`config.mk`:
```
export PLATFORM = sky130hd
export DESIGN_NAME = cskipa_pipe_adder_flat
export DESIGN_NICKNAME = d
export VERILOG_FILES = /design/src/rtl/cskipa_pipe_adder_if.sv /design/src/rtl/cskipa_pipe_adder.sv /design/src/flat_wrapper.sv
export SDC_FILE = /design/constraint.sdc
export NUM_CORES = 1
export LEC_CHECK = 0
export CORE_MARGIN = 2
export CORE_UTILIZATION = 50
export CTS_BUF_LIST = sky130_fd_sc_hd__clkbuf_16
export DETAILED_ROUTE_END_ITERATION = 7
export PLACE_DENSITY = 0.73
export SYNTH_ARGS = -nofsm -noshare
export SYNTH_HDL_FRONTEND = slang
export SYNTH_SLANG_ARGS = --single-unit
```
`constraint.sdc`:
```
create_clock -name clk -period 6.4 [get_ports clk]
set_clock_uncertainty 0.1 [all_clocks]
set_input_delay 0.64 -clock clk [delete_from_list [all_inputs] [get_ports clk]]
set_output_delay 0.64 -clock clk [all_outputs]
set_load 0.01 [all_outputs]
```
`src/rtl/cskipa_pipe_adder_if.sv`:
```
// Operand/result bus of the pipelined carry-skip adder.
//
// Handshake: both channels use strict valid/ready semantics. A word moves
// on a rising clock edge where valid and ready are both high. Once the
// producer raises valid, it holds valid and the data stable until that edge.
// The consumer may change ready freely. On the input side, in_ready is a
// combinational function of out_valid/out_ready; there is no skid buffer.
interface cskipa_pipe_adder_if #(
    parameter int WIDTH = 16,
    parameter int BLK   = 4
);
    localparam int NBLK = (BLK > 0) ? (WIDTH / BLK) : 1;
    localparam int CW   = $clog2(NBLK + 1);

    logic             in_valid;
    logic             in_ready;
    logic [WIDTH-1:0] i_add_term1;
    logic [WIDTH-1:0] i_add_term2;
    logic             cin;
    logic             out_valid;
    logic             out_ready;
    logic [WIDTH-1:0] sum;
    logic             cout;
    logic [CW-1:0]    skip_cnt;

    // Operand producer / result consumer side.
    modport master (
        output in_valid, i_add_term1, i_add_term2, cin, out_ready,
        input  in_ready, out_valid, sum, cout, skip_cnt
    );

    // Adder side.
    modport slave (
        input  in_valid, i_add_term1, i_add_term2, cin, out_ready,
        output in_ready, out_valid, sum, cout, skip_cnt
    );
endinterface

```
`src/rtl/cskipa_pipe_adder.sv`:
```
// Pipelined carry-skip adder.
//
// The operands are split into NBLK = WIDTH/BLK blocks. Pipeline stage k
// resolves block k. It runs a BLK-bit ripple adder on that block and picks
// the outgoing carry with the skip mux: when every bit of the block
// propagates, the incoming carry passes straight through; otherwise the
// ripple carry is used. Both paths give the same value, so the carry-out
// equals a plain ripple add.
//
// Each stage register holds:
//   - valid
//   - the carry into the next block
//   - the settled low sum bits
//   - the operand bits not yet consumed
//   - a running count of skipped blocks
// Each stage stores only the sum bits that are settled and the operand bits
// that are still pending, so no register bit is dead.
//
// Flow control uses one global enable: the pipe advances unless a result
// is being held at the output. Bubbles are kept in place, not collapsed.
module cskipa_pipe_adder #(
    parameter int WIDTH = 16,
    parameter int BLK   = 4
) (
    input  logic               clk,
    input  logic               rst_n,
    cskipa_pipe_adder_if.slave bus
);
    localparam int NBLK = (BLK > 0) ? (WIDTH / BLK) : 1;
    localparam int CW   = $clog2(NBLK + 1);

    if (BLK < 1) begin : g_bad_blk
        $error("cskipa_pipe_adder: BLK must be >= 1");
    end else if (WIDTH % BLK != 0) begin : g_bad_width
        $error("cskipa_pipe_adder: WIDTH must be a multiple of BLK");
    end

    // Global advance: the pipe moves unless the output holds an unaccepted result.
    logic en;
    assign en          = !(bus.out_valid && !bus.out_ready);
    assign bus.in_ready = en;

    for (genvar k = 0; k < NBLK; k++) begin : g_stg
        localparam int LO = k * BLK;          // first bit of this block
        localparam int IW = WIDTH - LO;       // operand bits entering this stage
        localparam int SW = LO + BLK;         // sum bits settled after this stage
        localparam int RW = WIDTH - SW;       // operand bits still pending after this stage

        logic            v_in;
        logic            c_in;
        logic [IW-1:0]   a_in;
        logic [IW-1:0]   b_in;
        logic [CW-1:0]   n_in;
        logic [BLK-1:0]  a_blk;
        logic [BLK-1:0]  b_blk;
        logic [BLK-1:0]  s_blk;
        logic            r_blk;
        logic            p_blk;
        logic            c_nx;
        logic [CW-1:0]   n_nx;
        logic [SW-1:0]   s_nx;

        logic            v_q;
        logic            c_q;
        logic [SW-1:0]   s_q;
        logic [CW-1:0]   n_q;

        if (k == 0) begin : g_head
            assign v_in = bus.in_valid;
            assign c_in = bus.cin;
            assign a_in = bus.i_add_term1;
            assign b_in = bus.i_add_term2;
            assign n_in = '0;
            assign s_nx = s_blk;
        end else begin : g_body
            assign v_in = g_stg[k-1].v_q;
            assign c_in = g_stg[k-1].c_q;
            assign a_in = g_stg[k-1].g_ops.a_q;
            assign b_in = g_stg[k-1].g_ops.b_q;
            assign n_in = g_stg[k-1].n_q;
            assign s_nx = {s_blk, g_stg[k-1].s_q};
        end

        assign a_blk = a_in[BLK-1:0];
        assign b_blk = b_in[BLK-1:0];

        // Ripple full-adder chain across the block; sum bits always come from here.
        always_comb begin : ripple
            logic cy;
            cy    = c_in;
            s_blk = '0;
            for (int i = 0; i < BLK; i++) begin
                s_blk[i] = a_blk[i] ^ b_blk[i] ^ cy;
                cy       = (a_blk[i] & b_blk[i]) | (cy & (a_blk[i] ^ b_blk[i]));
            end
            r_blk = cy;
        end

        // Skip mux: a fully propagating block forwards its incoming carry.
        assign p_blk = &(a_blk ^ b_blk);
        assign c_nx  = p_blk ? c_in : r_blk;
        assign n_nx  = n_in + CW'(p_blk);

        // Valid bit follows its predecessor whenever the pipe advances (bubbles included).
        always_ff @(posedge clk or negedge rst_n) begin
            if (!rst_n) begin
                v_q <= 1'b0;
            end else if (en) begin
                v_q <= v_in;
            end
        end

        // Payload only loads for a valid word, so the output keeps its last result behind bubbles.
        always_ff @(posedge clk or negedge rst_n) begin
            if (!rst_n) begin
                c_q <= 1'b0;
                s_q <= '0;
                n_q <= '0;
            end else if (en && v_in) begin
                c_q <= c_nx;
                s_q <= s_nx;
                n_q <= n_nx;
            end
        end

        if (RW > 0) begin : g_ops
            logic [RW-1:0] a_q;
            logic [RW-1:0] b_q;

            // Carry the not-yet-added operand bits down to the stages that consume them.
            always_ff @(posedge clk or negedge rst_n) begin
                if (!rst_n) begin
                    a_q <= '0;
                    b_q <= '0;
                end else if (en && v_in) begin
                    a_q <= a_in[IW-1:BLK];
                    b_q <= b_in[IW-1:BLK];
                end
            end
        end
    end

    assign bus.out_valid = g_stg[NBLK-1].v_q;
    assign bus.sum       = g_stg[NBLK-1].s_q;
    assign bus.cout      = g_stg[NBLK-1].c_q;
    assign bus.skip_cnt  = g_stg[NBLK-1].n_q;
endmodule

```
`src/flat_wrapper.sv`:
```
// flat-port wrapper written by rule: the top's interface ports become plain ports
module cskipa_pipe_adder_flat 
#(
    parameter int WIDTH = 16,
    parameter int BLK   = 4
)
  (clk, rst_n, bus_in_valid, bus_i_add_term1, bus_i_add_term2, bus_cin, bus_out_ready, bus_in_ready, bus_out_valid, bus_sum, bus_cout, bus_skip_cnt);
  cskipa_pipe_adder_if #(.WIDTH(WIDTH), .BLK(BLK)) bus_i ();
  input  logic clk;
  input  logic rst_n;
  input wire logic [$bits(bus_i.in_valid)-1:0] bus_in_valid;
  input wire logic [$bits(bus_i.i_add_term1)-1:0] bus_i_add_term1;
  input wire logic [$bits(bus_i.i_add_term2)-1:0] bus_i_add_term2;
  input wire logic [$bits(bus_i.cin)-1:0] bus_cin;
  input wire logic [$bits(bus_i.out_ready)-1:0] bus_out_ready;
  output wire logic [$bits(bus_i.in_ready)-1:0] bus_in_ready;
  output wire logic [$bits(bus_i.out_valid)-1:0] bus_out_valid;
  output wire logic [$bits(bus_i.sum)-1:0] bus_sum;
  output wire logic [$bits(bus_i.cout)-1:0] bus_cout;
  output wire logic [$bits(bus_i.skip_cnt)-1:0] bus_skip_cnt;
  assign bus_i.in_valid = bus_in_valid;
  assign bus_i.i_add_term1 = bus_i_add_term1;
  assign bus_i.i_add_term2 = bus_i_add_term2;
  assign bus_i.cin = bus_cin;
  assign bus_i.out_ready = bus_out_ready;
  assign bus_in_ready = bus_i.in_ready;
  assign bus_out_valid = bus_i.out_valid;
  assign bus_sum = bus_i.sum;
  assign bus_cout = bus_i.cout;
  assign bus_skip_cnt = bus_i.skip_cnt;
  cskipa_pipe_adder #(.WIDTH(WIDTH), .BLK(BLK)) u_core (.clk(clk), .rst_n(rst_n), .bus(bus_i));
endmodule
```
======== Word level (Yosys, flattened, before mapping) ========
Index checks and enable logic that the tools add are counted.
storage, ports and cells
  register bits ........................... 106
  input bits .............................. 37
  output and inout bits ................... 22
cells by class
  add/subtract/negate cells ............... 3
  muxes and demuxes ....................... 4
  bitwise logic cells ..................... 84
  reduce and logical (&&, ||, !) cells .... 11
operator list
  operator           number
  $and 1x1->1        32
  $xor 1x1->1        32
  $or 1x1->1         16
  $reduce_and 4->1   4
  $xor 4x4->4        4
  $add 3x1->3        2
  $logic_and 1x1->1  5
  $mux 1             4
  $add 1x1->2        1
  $logic_not 1->1    2

======== Depth between registers and ports, before layout ========
  depth in word-level cells ............... 10
  mapped depth ............................ 9

======== Least setup slack after synthesis ========
OpenSTA, ideal clock, no wires.
  path kind ............................... input -> register
  start point ............................. input bus_cin
  end point ............................... register u_core.g_stg[0].s_q[3]
  arrival time ............................ 2.238 ns
  required time ........................... 6.217 ns
  path slack .............................. 3.980 ns
  stages .................................. 8
  path buffers ............................ 0
  cell sequence ........................... inv_1 > fa_1 > inv_1 > fa_1 > fa_1 > inv_1 > fa_1 > o21ai_0
between the ends
  word-level cells in the longest chain between the ends .. 7
RTL lines
  what                    line                      text
  start: declaration      flat_wrapper.sv:14        input wire logic [$bits(bus_i.cin)-1:0] bus_cin;
  $and 1x1->1             cskipa_pipe_adder.sv:94   cy = (a_blk[i] & b_blk[i]) | (cy & (a_blk[i] ^ b_blk[i]));
  $or 1x1->1              cskipa_pipe_adder.sv:94
  $and 1x1->1             cskipa_pipe_adder.sv:94
  $or 1x1->1              cskipa_pipe_adder.sv:94
  $and 1x1->1             cskipa_pipe_adder.sv:94
  $or 1x1->1              cskipa_pipe_adder.sv:94
  $xor 1x1->1             cskipa_pipe_adder.sv:93   s_blk[i] = a_blk[i] ^ b_blk[i] ^ cy;
  end signal: assignment  cskipa_pipe_adder.sv:121  s_q <= s_nx;
  end: declaration        cskipa_pipe_adder.sv:65   logic [SW-1:0] s_q;
Every way passes these cells.
A chain may end at the register's enable or synchronous reset.

======== Final worst setup path ========
  start point ............................. input bus_out_ready
  end point ............................... output bus_in_ready
between the ends
  word-level cells in the longest chain between the ends .. 3
RTL lines
  what                line                     text
  start: declaration  flat_wrapper.sv:15       input wire logic [$bits(bus_i.out_ready)-1:0] bus_out_ready;
  $logic_not 1->1     cskipa_pipe_adder.sv:40  assign en = !(bus.out_valid && !bus.out_ready);
  $logic_and 1x1->1   cskipa_pipe_adder.sv:40
  $logic_not 1->1     cskipa_pipe_adder.sv:40
  end: declaration    flat_wrapper.sv:16       output wire logic [$bits(bus_i.in_ready)-1:0] bus_in_ready;
Every way passes these cells.

==> impl_metrics.ini <==
[sta]
tightest_slew_ns = 0.888
grt_setup_unrepaired = no
final.setup.tns_ns = 0
clock.fmax_mhz = 363
finalHoldViolations = 0
setup_viol = 0
period_needed_ns = 2.75
maxSlewViolCount = 0
finalCritPeriodShare_pct = 43.0
relSlewSlack_pct = 40.8

[setup_path]
cp_data_required_time_ns = 5.66
crit_buf_inv = 3
cp-start-kind = input port
worst-path-stages = 4
cp_top_family = buffers and inverters
critPathSlowestCell = clkdlybuf4s50_1
critPathArrivalTime_ns = 2.01
path_cells = clkdlybuf4s50_1 -> nor2b_4 -> inv_8 -> clkdlybuf4s50_1
path_class = input port to primary output
critPathMaxFanout = 11
path_common_cell = clkdlybuf4s50_1
crit_path_end_kind = primary output
r2r_cells = 8
critPathMaxStageDelay_ns = 0.50

[clocking]
cts_buffers = 9
cts_resized = 0
root_buffer = clkbuf_16
clkSinkCount = 105
post_cts_buffers = 0
clk_latency_ns = 0.34
cts_tree = built
cts_hold_buf = 0
h-tree-depth = 3
cts.path.max_buffers = 2
clk_pin_slew_worst_paths_ns = 0.06

[flow_run]
max_cap_viol_count = 0

[hold_path]
hold_class = input port to async pin

[pwr]
ir_drop_uv = 193
total_power_mw = 2.73
leakagePower_nw = 2.82
p_per_area_nw_per_um2 = 465

[logic_synthesis]
synth_area_leaders = dfrtp_1 (53%), mux2_4 (16%), mux2_2 (8.0%), fa_1 (6.5%), ha_1 (5.3%)
synth_cells = 314
async_flop_share_pct = 100
avgSynthCellArea_um2 = 15.7
yosysTopAreaCell = dfrtp_1
synth_seq_cells = 105
synthTopCellsByCount = dfrtp_1 (105), mux2_4 (54), mux2_2 (35)
syn_nets = 388
ys_warn_count = 0
synth_area_um2 = 4940
synth_ff_type = dfrtp_1
yosysSeqAreaShare_pct = 53.2
ys_types = 20
yosysMostFrequentCell = dfrtp_1
synth-edff-count = 0
netlist.area_leader.share_pct = 53.2

[die]
die_w_um = 103
row_count = 36
die_y_um = 103
floorplan.initialDensity_pct = 51.0
die_area_um2 = 10700
io_pins = 59
core-area_um2 = 9680

[cells_and_area]
antenna_cells = 0
multiInputGateArea_um2 = 2070
drive_gt1_share_pct = 29.1
num-fill-cells = 773
seq_area_um2 = 2630
fin_cells = 511
syn_to_final_growth_pct = 18.9
layout.nets = 448

[place]
hpwlAfterDp_um = 5390
post-place-cells = 496
place.port_buffers = 58
place_congestion = 0.740

[route]
post-route-drc-count = 0
drt-initial-drc-count = 48
ant_nets = 0
via_per_inst = 4.93
via_count = 2517
firstDrtPassIters = 4
wl_per_cell_um = 15.3
wl_um = 7840

[run_status]
status = finished, final reports clean

[global_route]
antenna_found_initial = 0
grt_first_pass_wirelength_um = 13400
grt_max_degree = 74
grt_pass1_vias = 2751
overflow = 0
grt.total_usage_pct = 16.6
==> worst reg2reg max path, delay by kind of cell, from the launching register on <==
family,cells,cell delay (ns)
buffers and inverters,3,0.23
DFF,1,0.42
adders and majority gates,4,1.34
AOI/OAI and AO/OA,1,0.16
==> placed cells by master (no fill, tap or decap), drive strengths merged <==
cell,n
mux2i,4
nand4,1
xnor2,1
o21ai,23
clkinv,5
ha,21
clkbuf,9
nand2,5
dfrtp,105
and4,3
mux2,91
inv,33
buf,2
bufinv,1
clkdlybuf4s50,57
nor2b,1
fa,16
==> cell families after synthesis <==
kind of cell    share of synthesized area (%)
compound gates                           2.33
xor+xnor                                0.177
fa+ha+maj                                11.8
buf+inv                                  4.79
flops                                    53.2
mux                                      25.7
simple gates                             2.00
==> routing by layer <==
metal | wire length [um] | vias to the layer above | global-route usage, %
met3 | 241 | 12 | 2.96
met2 | 3920 | 50 | 27.3
met5 | 0 | - | 0
met4 | 160 | 0 | 7.09
li1 | - | 1171 | -
met1 | 3520 | 1284 | 21.6
==> cell type report <==
class	instances	area share, %
Sequential cell	105	44.8
Multi-Input combinational cell	166	35.3
Timing Repair Buffer	59	9.98
Clock buffer	9	3.84
Tap cell	133	2.84
Inverter	33	2.24
Clock inverter	6	1.02
==> report_power, final <==
group	switching, mW	internal [mW]
registers	0.193	0.951
logic	0.413	0.647
clock network	0.227	0.299
total	0.833	1.90
==> registers in the layout, indices dropped and copies added (netlist names) <==
register and cells:
u_core.bus.cout 1, u_core.g_stg.g_ops.a_q 24, u_core.bus.skip_cnt 3, u_core.g_stg.s_q 24, u_core.g_stg.v_q 3, u_core.bus.out_valid 1
u_core.bus.sum 16, u_core.g_stg.c_q 3, u_core.g_stg.g_ops.b_q 24, u_core.g_stg.n_q 6
==> worst paths after layout <==
check	from	to	slack, ns
min in group clk	u_core.g_stg[0].c_q$_DFFE_PN0P_	u_core.g_stg[0].c_q$_DFFE_PN0P_	0.40
max	bus_out_ready	bus_in_ready	3.65
max in group asynchronous	rst_n	u_core.g_stg[0].g_ops.b_q[6]$_DFFE_PN0P_	4.83
min	rst_n	u_core.bus.sum[3]$_DFFE_PN0P_	0.14
min reg2reg	u_core.g_stg[0].c_q$_DFFE_PN0P_	u_core.g_stg[0].c_q$_DFFE_PN0P_	0.40
max reg2reg	u_core.g_stg[1].g_ops.b_q[0]$_DFFE_PN0P_	u_core.g_stg[2].s_q[11]$_DFFE_PN0P_	4.08
==> through the flow <==
step / setup WS (ns) / hold slack [ns] / utilization (%) / area, um^2
final: 3.65 / 0.136 / 60.6 / 5870
after global routing: 3.57 / 0.164 / 60.6 / 5870
after CTS: 3.63 / 0.140 / 60.6 / 5870
after detailed placement: 3.41 / 0.386 / 57.7 / 5580
after global placement: 3.49 / 0.382 / 57.7 / 5580
after floorplan: 3.98 / 0.244 / - / 4940
(Power assumes the default switching activity.)
